### src/rtl/spi_master_pkg.sv
// rtl/spi_master_pkg.sv - shared constants and state encoding for the SPI master
package spi_defs;

  localparam logic RW_READ  = 1'b1;
  localparam logic RW_WRITE = 1'b0;

  localparam int CMD_W  = 8;
  localparam int ADDR_W = 7;

  typedef enum logic [2:0] {
    IDLE     = 3'd0,
    CS_SETUP = 3'd1,
    SHIFT0   = 3'd2,
    TURN     = 3'd3,
    SHIFT1   = 3'd4,
    CS_HOLD  = 3'd5,
    DONE     = 3'd6,
    CS_IDLE  = 3'd7
  } state_t;

endpackage

### src/rtl/spi_phase_timer.sv
// rtl/spi_phase_timer.sv - loadable saturating down-counter timing every SPI phase
module spi_phase_timer #(
  parameter int W = 8
) (
  input  logic         clk,
  input  logic         reset,
  input  logic         load,
  input  logic [W-1:0] load_value,
  output logic         expire
);

  logic [W-1:0] cnt;

  // Load wins; otherwise count down and park at zero so an unused timer stays quiet.
  always_ff @(posedge clk) begin
    if (reset) begin
      cnt <= '0;
    end else if (load) begin
      cnt <= load_value;
    end else if (cnt != '0) begin
      cnt <= cnt - 1'b1;
    end
  end

  // A phase loaded with N spans N cycles; the last one is the cycle where cnt is 1.
  assign expire = (cnt == W'(1));

endmodule

### src/rtl/spi_master.sv
// rtl/spi_master.sv - two-byte SPI mode-0 master for the lab memory slave
module spi_master
  import spi_defs::*;
#(
  parameter int HALF_PERIOD = 25,
  parameter int TURNAROUND  = 50
) (
  input  logic              clk,
  input  logic              reset,
  input  logic              start,
  input  logic              rw,
  input  logic [ADDR_W-1:0] addr,
  input  logic [CMD_W-1:0]  wdata,
  output logic [CMD_W-1:0]  rdata,
  output logic              busy,
  output logic              done,
  output logic              sclk_pin,
  output logic              cs_pin,
  output logic              mosi_pin,
  input  logic              miso_pin
);

  localparam int MAX_PHASE = (HALF_PERIOD > TURNAROUND) ? HALF_PERIOD : TURNAROUND;
  localparam int CW        = $clog2(MAX_PHASE) + 1;
  localparam logic [CW-1:0] HP_V = CW'(HALF_PERIOD);
  localparam logic [CW-1:0] TA_V = CW'(TURNAROUND);

  state_t           state;
  logic             rw_q;
  logic [CMD_W-1:0] wdata_q;
  logic [CMD_W-1:0] shift_out;
  logic [CMD_W-1:0] shift_in;
  logic [2:0]       bit_cnt;

  logic             tmr_load;
  logic [CW-1:0]    tmr_value;
  logic             tmr_expire;

  spi_phase_timer #(.W(CW)) u_timer (
    .clk        (clk),
    .reset      (reset),
    .load       (tmr_load),
    .load_value (tmr_value),
    .expire     (tmr_expire)
  );

  // Reload the timer at every phase boundary; only the end of byte 0 loads the turnaround gap.
  always_comb begin
    tmr_load  = 1'b0;
    tmr_value = HP_V;
    case (state)
      IDLE: tmr_load = start;
      CS_SETUP, TURN: tmr_load = tmr_expire;
      SHIFT0: begin
        tmr_load = tmr_expire;
        if (sclk_pin && bit_cnt == 3'd7) begin
          tmr_value = TA_V;
        end
      end
      SHIFT1: tmr_load = tmr_expire;
      DONE: tmr_load = 1'b1;
      default: tmr_load = 1'b0;
    endcase
  end

  // Transaction sequencer; every pin and status output is a register here.
  always_ff @(posedge clk) begin
    if (reset) begin
      state     <= IDLE;
      cs_pin    <= 1'b1;
      sclk_pin  <= 1'b0;
      mosi_pin  <= 1'b0;
      busy      <= 1'b0;
      done      <= 1'b0;
      rdata     <= '0;
      rw_q      <= RW_WRITE;
      wdata_q   <= '0;
      shift_out <= '0;
      shift_in  <= '0;
      bit_cnt   <= '0;
    end else begin
      done <= 1'b0;
      case (state)
        IDLE: begin
          if (start) begin
            rw_q      <= rw;
            wdata_q   <= wdata;
            shift_out <= {addr, rw};
            mosi_pin  <= addr[ADDR_W-1];
            shift_in  <= '0;
            bit_cnt   <= '0;
            cs_pin    <= 1'b0;
            sclk_pin  <= 1'b0;
            busy      <= 1'b1;
            state     <= CS_SETUP;
          end
        end
        CS_SETUP: begin
          if (tmr_expire) state <= SHIFT0;
        end
        SHIFT0, SHIFT1: begin
          if (tmr_expire) begin
            if (!sclk_pin) begin
              sclk_pin <= 1'b1;
              if (state == SHIFT1 && rw_q == RW_READ) begin
                shift_in <= {shift_in[CMD_W-2:0], miso_pin};
              end
            end else begin
              sclk_pin  <= 1'b0;
              shift_out <= {shift_out[CMD_W-2:0], 1'b0};
              mosi_pin  <= shift_out[CMD_W-2];
              bit_cnt   <= bit_cnt + 3'd1;
              if (bit_cnt == 3'd7) begin
                if (state == SHIFT0) begin
                  state <= TURN;
                  if (rw_q == RW_READ) begin
                    shift_out <= '0;
                    mosi_pin  <= 1'b0;
                  end else begin
                    shift_out <= wdata_q;
                    mosi_pin  <= wdata_q[CMD_W-1];
                  end
                end else begin
                  state    <= CS_HOLD;
                  mosi_pin <= 1'b0;
                end
              end
            end
          end
        end
        TURN: begin
          if (tmr_expire) state <= SHIFT1;
        end
        CS_HOLD: begin
          if (tmr_expire) begin
            state  <= DONE;
            cs_pin <= 1'b1;
            done   <= 1'b1;
            if (rw_q == RW_READ) rdata <= shift_in;
          end
        end
        DONE: begin
          state <= CS_IDLE;
        end
        CS_IDLE: begin
          if (tmr_expire) begin
            state <= IDLE;
            busy  <= 1'b0;
          end
        end
        default: state <= IDLE;
      endcase
    end
  end

endmodule

### config.mk
export PLATFORM = sky130hd
export DESIGN_NAME = spi_master
export DESIGN_NICKNAME = d
export VERILOG_FILES = /design/src/rtl/spi_master_pkg.sv /design/src/rtl/spi_phase_timer.sv /design/src/rtl/spi_master.sv
export SDC_FILE = /design/constraint.sdc
export NUM_CORES = 1
export LEC_CHECK = 0
export ABC_AREA = 1
export CAP_MARGIN = 25
export CORE_MARGIN = 2
export CORE_UTILIZATION = 40
export CTS_CLUSTER_SIZE = 30
export DETAILED_ROUTE_END_ITERATION = 12
export RECOVER_POWER = 100
export SLEW_MARGIN = 25
export SYNTH_ARGS = -nofsm -noshare
export SYNTH_HDL_FRONTEND = slang
export SYNTH_HIERARCHICAL = 1
export SYNTH_SLANG_ARGS = --single-unit
### constraint.sdc
create_clock -name clk -period 2.8 [get_ports clk]
set_input_delay 0.28 -clock clk [delete_from_list [all_inputs] [get_ports clk]]
set_output_delay 0.28 -clock clk [all_outputs]
set_load 0.01 [all_outputs]
After elaboration in Yosys (flattened, before gate mapping)
Index checks and enable logic that the tools add are counted.
Word-level totals
  memories: 0
  bits in latches: 0
  input bits: 20
  bits in registers: 50
  bits in writable memories: 0
  memory bits (read-only): 0
  word-level logic and storage cells: 102
Operators by class
  eq/ne operators: 19
  shift-type cells: 0
  divide/modulo/power cells: 0
  add/subtract/negate cells: 2
  $mul: 0
  bitwise operators: 1
  multiplexer cells: 48
  reduce and logical (&&, ||, !) cells: 19
  $lt $le $gt $ge: 0
Operators by type and width (number)
  7-bit two-way mux: 9
  3-bit two-way mux: 12
  8-bit two-way mux: 4
  3-bit case mux with 7 select lines: 1
  2-bit != test (second input constant): 10
  8-bit case mux with 2 select lines: 1
  3-bit equality test (second input constant): 5
  7-bit case mux with 2 select lines: 1
  1-bit two-way mux: 13
  3-bit AND reduction: 4
  1-bit case mux with 2 select lines: 4
  8-bit AND reduction: 1
  2-bit nonzero test: 4
  7-bit by 1-bit equality test with 1-bit output (second input constant): 1
  7-bit nonzero test: 1
  7-bit by 1-bit subtractor with 7-bit output (second input constant): 1
  3-bit by 2-bit equality test with 1-bit output (second input constant): 2
  6-bit two-way mux: 1
  3-bit case mux with 2 select lines: 1
  5-bit AND reduction: 1
  4-bit AND reduction: 1
  2-bit OR reduction: 2
  4-bit OR reduction: 1
  3-bit by 1-bit adder with 3-bit output (second input constant): 1
  6 further kinds: 7

Depth between registers and ports, before layout
  depth in word-level cells: 6
  mapped depth: 15
  depth with buffers taken out: 15

By module
The synthesis kept the hierarchy.
By module, submodules not included
  spi_master: area an instance 2153.3 um^2, times used 1, seq. area each 860.8 um^2, cells each 310
  spi_phase_timer: area an instance 488.0 um^2, times used 1, seq. area each 140.1 um^2, cells each 73

Least setup slack after synthesis
Ideal clock, no wire load.
  path kind: flip-flop to flip-flop
  start: register u_timer.cnt[1]
  end: register u_timer.cnt[1]
  clock period less this slack: 2007 ps
  stages on the path, launching flop included: 16
  arrival: 1894 ps
  library setup time: 113 ps
  buffers on the path: 0
  setup slack: 793 ps
  cell sequence: dfxtp_1 > inv_1 > ha_1 > nand2_1 > nor2_1 > inv_1 > nand2_8 > nand3_1 > a21oi_1 > inv_4 > nand2_4 > nor2_4 > nand2_4 > clkinv_2 > nor2_1 > nor2_1
Between the ends
  cells in the longest elaborated chain, start to end: 3
Ends and longest elaborated chain
  start, declared: RTL line spi_phase_timer.sv:12  | logic [W-1:0] cnt;
  start signal, assigned: RTL line spi_phase_timer.sv:19  | cnt <= load_value;
  start signal, assigned: RTL line spi_phase_timer.sv:21  | cnt <= cnt - 1'b1;
  7-bit by 1-bit equality test with 1-bit output (*): RTL line spi_phase_timer.sv:26  | assign expire = (cnt == W'(1));
  via tmr_expire: RTL line spi_master.sv:37  | logic tmr_expire;
  1-bit case mux with 3 select lines (*): RTL line spi_master.sv:51  | case (state)
  via tmr_load: RTL line spi_master.sv:35  | logic tmr_load;
  7-bit two-way mux / 2-bit nonzero test (equally long branches)
Mark *: on every way through the listed nets, which the timed path passes. The rest lies on a longest branch. The select of a mux whose other input is x is not followed.
A chain may end at the register's enable or synchronous reset.

Worst setup path after layout
  start: register state[0]
  end: register u_timer.cnt[1]
Between the ends
  cells in the longest elaborated chain, start to end: 4
Ends and longest elaborated chain
  start, declared: RTL line spi_master.sv:28  | state_t state;
  start signal, assigned: RTL line spi_master.sv:69  | state <= IDLE;
  start signal, assigned: RTL line spi_master.sv:95  | state <= CS_SETUP;
  start signal, assigned: RTL line spi_master.sv:99  | if (tmr_expire) state <= SHIFT0;
  3-bit equality test (tied with other cells): RTL line spi_master.sv:51
  4-bit OR reduction (no source line)
  1-bit case mux with 3 select lines (*): RTL line spi_master.sv:51
  via tmr_load: RTL line spi_master.sv:35
  7-bit two-way mux / 2-bit nonzero test (equally long branches)
Mark *: on every way through the listed nets, which the timed path passes. The rest lies on a longest branch.

==> metrics.txt <==
grt total ovfl 0; R2R cell count 13; Slew @ Worst Pin 706 ps; Flop pwr share 34.9%; Post-Syn Area 2640 µm²; Root Driver clkbuf_8; drt first pass iters 6; # setup viols final 0; Net Sw Power 1.38 mW; FF-to-FF Start state[0]$_SDFFE_PP0P_; initial antenna violation count 0; core area 6390 µm²; WL met1 2980 µm; worst vdd ir 0.000379 V; Final Worst Setup Slack 450 ps; CP Launch Point state[0]$_SDFFE_PP0P_; area occupied by multi-input gates 1360 µm²; Layout fillers 647; Seq/Total Area, Yosys 37.9%; row count 29; # hold bufs at CTS 0; Detailed Route Iter0 Violations 121; YS warnings 6; slowest CP cell dfxtp_1; internal power 1.60 mW; crit end category flip-flop; Routed met2 length 2600 µm; top sig layer met4; period utilisation layout 83.9%; largest net degree at the start of global routing 26; Max-slew headroom 52.9%; diode count 0; total wire length 5900 µm; syn_area_per_cell 6.90 µm²; Worst Hold Depth 2; cts bufs inserted 5; pre-CTS WS 506 ps; RR Endpoint u_timer/cnt[1]$_SDFFE_PP0P_; maximum clock path buffer count 2; PD cells 981 nW/µm²; layout cells sized above 1 9.42%; wire length on met3 247 µm; Worst Hold End rdata[7]$_SDFFE_PP0P_; CP arrival 2560 ps; CTS-repair resized insts 0; Hold Fails Final Rpt 0; Final min period 2350 ps; reg2reg setup slack 450 ps; CTS clk-pin slew, worst paths 90 ps; Die Area 7270 µm²; Detailed Place HPWL 4180 µm; Worst Setup Start Kind flip-flop; CP Buf/Inv Count 3; CTS tree yes; most common cell after layout, fill and taps aside nand2_1; CP Class flip-flop to flip-flop; overall die width 85.3 µm; post-synthesis instance total 383; Synth cell types 33; clock latency on the worst-skew pair 310 ps; hold_sp shift_in[7]$_SDFFE_PP0P_; crit path cell chain inv_1, nand3_2, nand2_4, nand2_1, nand3_1, a21oi_1, inv_4, nand2_4, nor2_1, nand2_4, clkinv_2, nor2_1, nor2_1; H-tree levels 2; Comb power frac 51.0%; Crit path required time 3010 ps; Die Y 85.3 µm; Routed Antenna Nets 0; Port-buffer cells 32; initial core utilization 41.4%; Vias 2420; Ports 33; # clock sinks 50; most frequent cells in the layout nand2_1, nor2_1, dfxtp_1; outcome finished clean; clock skew 9.06 ps; Largest stage delay, worst path 540 ps; Register Area 1000 µm²; Vias/cell 4.93; P_leak 1.39 nW; number of max-cap violations 0; Clk pwr share 14.1%; HP Class flip-flop to flip-flop; Crit path max-delay family simple AND/OR/NAND/NOR gates; post-CTS setup repair buffer count 0; first-pass GRT wire length 10500 µm; Net Sw Frac 46.3%; post-layout net count 439; wire length per cell 12.0 µm; number of global-route vias before repair 2245; Highest Clock Rate 0.425 GHz; RSZ-0062 raised after global routing false; Worst Path Max Fanout 13; Yosys reg bits 50; drc violations 0; area grow syn2layout 15.0%; GRT Util Overall 17.5%; setup TNS 0 ps; GP Congestion 0.844; Max Slew Vio Count 0
==> state kept, by name (all words and copies together), names as in the netlist, 3 cells and up <==
signal	count
bit_cnt	3
rdata	8
shift_in	8
shift_out	7
state	3
u_timer/cnt	7
wdata_q	8
==> stage by stage <==
stage | instance area [µm²] | hold WS (ps) | power, mW | utilization (%) | std cells
2_1_floorplan | 2650 | 429 | 2.38 | - | 384
3_3_place_gp | 3020 | 449 | 2.66 | 47.3 | 484
3_5_place_dp | 3020 | 454 | 2.67 | 47.3 | 484
4_1_cts | 3100 | 469 | 3.10 | 48.6 | 491
5_1_grt | 3040 | 496 | 3.30 | 47.6 | 491
6_report | 3040 | 467 | 2.98 | 47.6 | 491
==> area by class of cell <==
cell class / count / share of cell area (%)
Timing Repair Buffer: 36 / 11.3
Clock inverter: 2 / 0.453
Clock buffer: 5 / 2.27
Sequential cell: 50 / 33.0
Multi-Input combinational cell: 280 / 44.7
Tap cell: 77 / 3.17
Inverter: 41 / 5.19
==> cell families (layout without fill, tap and decap cells) <==
family,count (synthesis),in the layout,share of synthesized area (%)
compound gates,54,54,11.6
xor+xnor,2,2,0.663
fa+ha+maj,5,5,2.37
buf+inv,54,84,8.72
flops,50,50,37.9
other cells,2,3,0.284
simple gates,216,216,38.5
==> worst max path at each step <==
stage / endpoint / slack [ps] / depth (start not counted)
floorplan: u_timer/cnt[1]$_SDFFE_PP0P_ / 790 / 15
global placement: u_timer/cnt[1]$_SDFFE_PP0P_ / 560 / 14
detailed placement: u_timer/cnt[1]$_SDFFE_PP0P_ / 510 / 14
CTS: u_timer/cnt[1]$_SDFFE_PP0P_ / 500 / 14
global route: u_timer/cnt[1]$_SDFFE_PP0P_ / 150 / 13
finish: u_timer/cnt[1]$_SDFFE_PP0P_ / 450 / 13
==> power groups by stage <==
stage	Sequential (mW)	Clock [mW]	Combinational, mW
2_1_floorplan	1.02	0	1.36
3_3_place_gp	1.05	0	1.60
3_5_place_dp	1.06	0	1.61
4_1_cts	1.04	0.438	1.62
5_1_grt	1.07	0.472	1.76
6_report	1.04	0.421	1.52
==> routing by layer <==
metal | up-vias | global-route usage [%]
met2 | 59 | 26.6
met5 | - | 0
met4 | 0 | 4.76
met3 | 7 | 2.92
met1 | 1088 | 25.7
li1 | 1266 | -
==> cells in the mapped netlist <==
master / number / share of area, %
nand3_1: 37 / 7.0
o21ai_2: 1 / 0.33
buf_6: 2 / 0.85
a21oi_2: 8 / 2.7
nor2_2: 1 / 0.24
nand4_1: 5 / 1.2
inv_1: 35 / 5.0
o211ai_1: 1 / 0.28
nand4_4: 1 / 0.81
o21ai_1: 6 / 1.1
buf_1: 1 / 0.14
dfxtp_1: 50 / 38
inv_2: 3 / 0.43
nand4_2: 1 / 0.47
clkinv_2: 1 / 0.19
nor2_1: 52 / 7.4
nand2_4: 6 / 2.6
nand3_2: 1 / 0.38
nand2_8: 1 / 0.76
clkbuf_1: 5 / 0.71
nor2_4: 3 / 1.3
or2_1: 3 / 0.71
nand2_1: 97 / 14
xor2_1: 2 / 0.66
inv_4: 1 / 0.24
clkinv_1: 1 / 0.14
buf_4: 1 / 0.28
ha_1: 5 / 2.4
nand2_2: 8 / 1.9
o21ai_0: 10 / 1.9
a21oi_1: 28 / 5.3
conb_1: 2 / 0.28
buf_2: 4 / 0.76
==> tightest hold or removal path: stages (launching register included) <==
cell and delay, ps:
dfxtp_1 310, inv_1 60, a21oi_1 60
No activity file was read; power rests on OpenSTA's default activity.
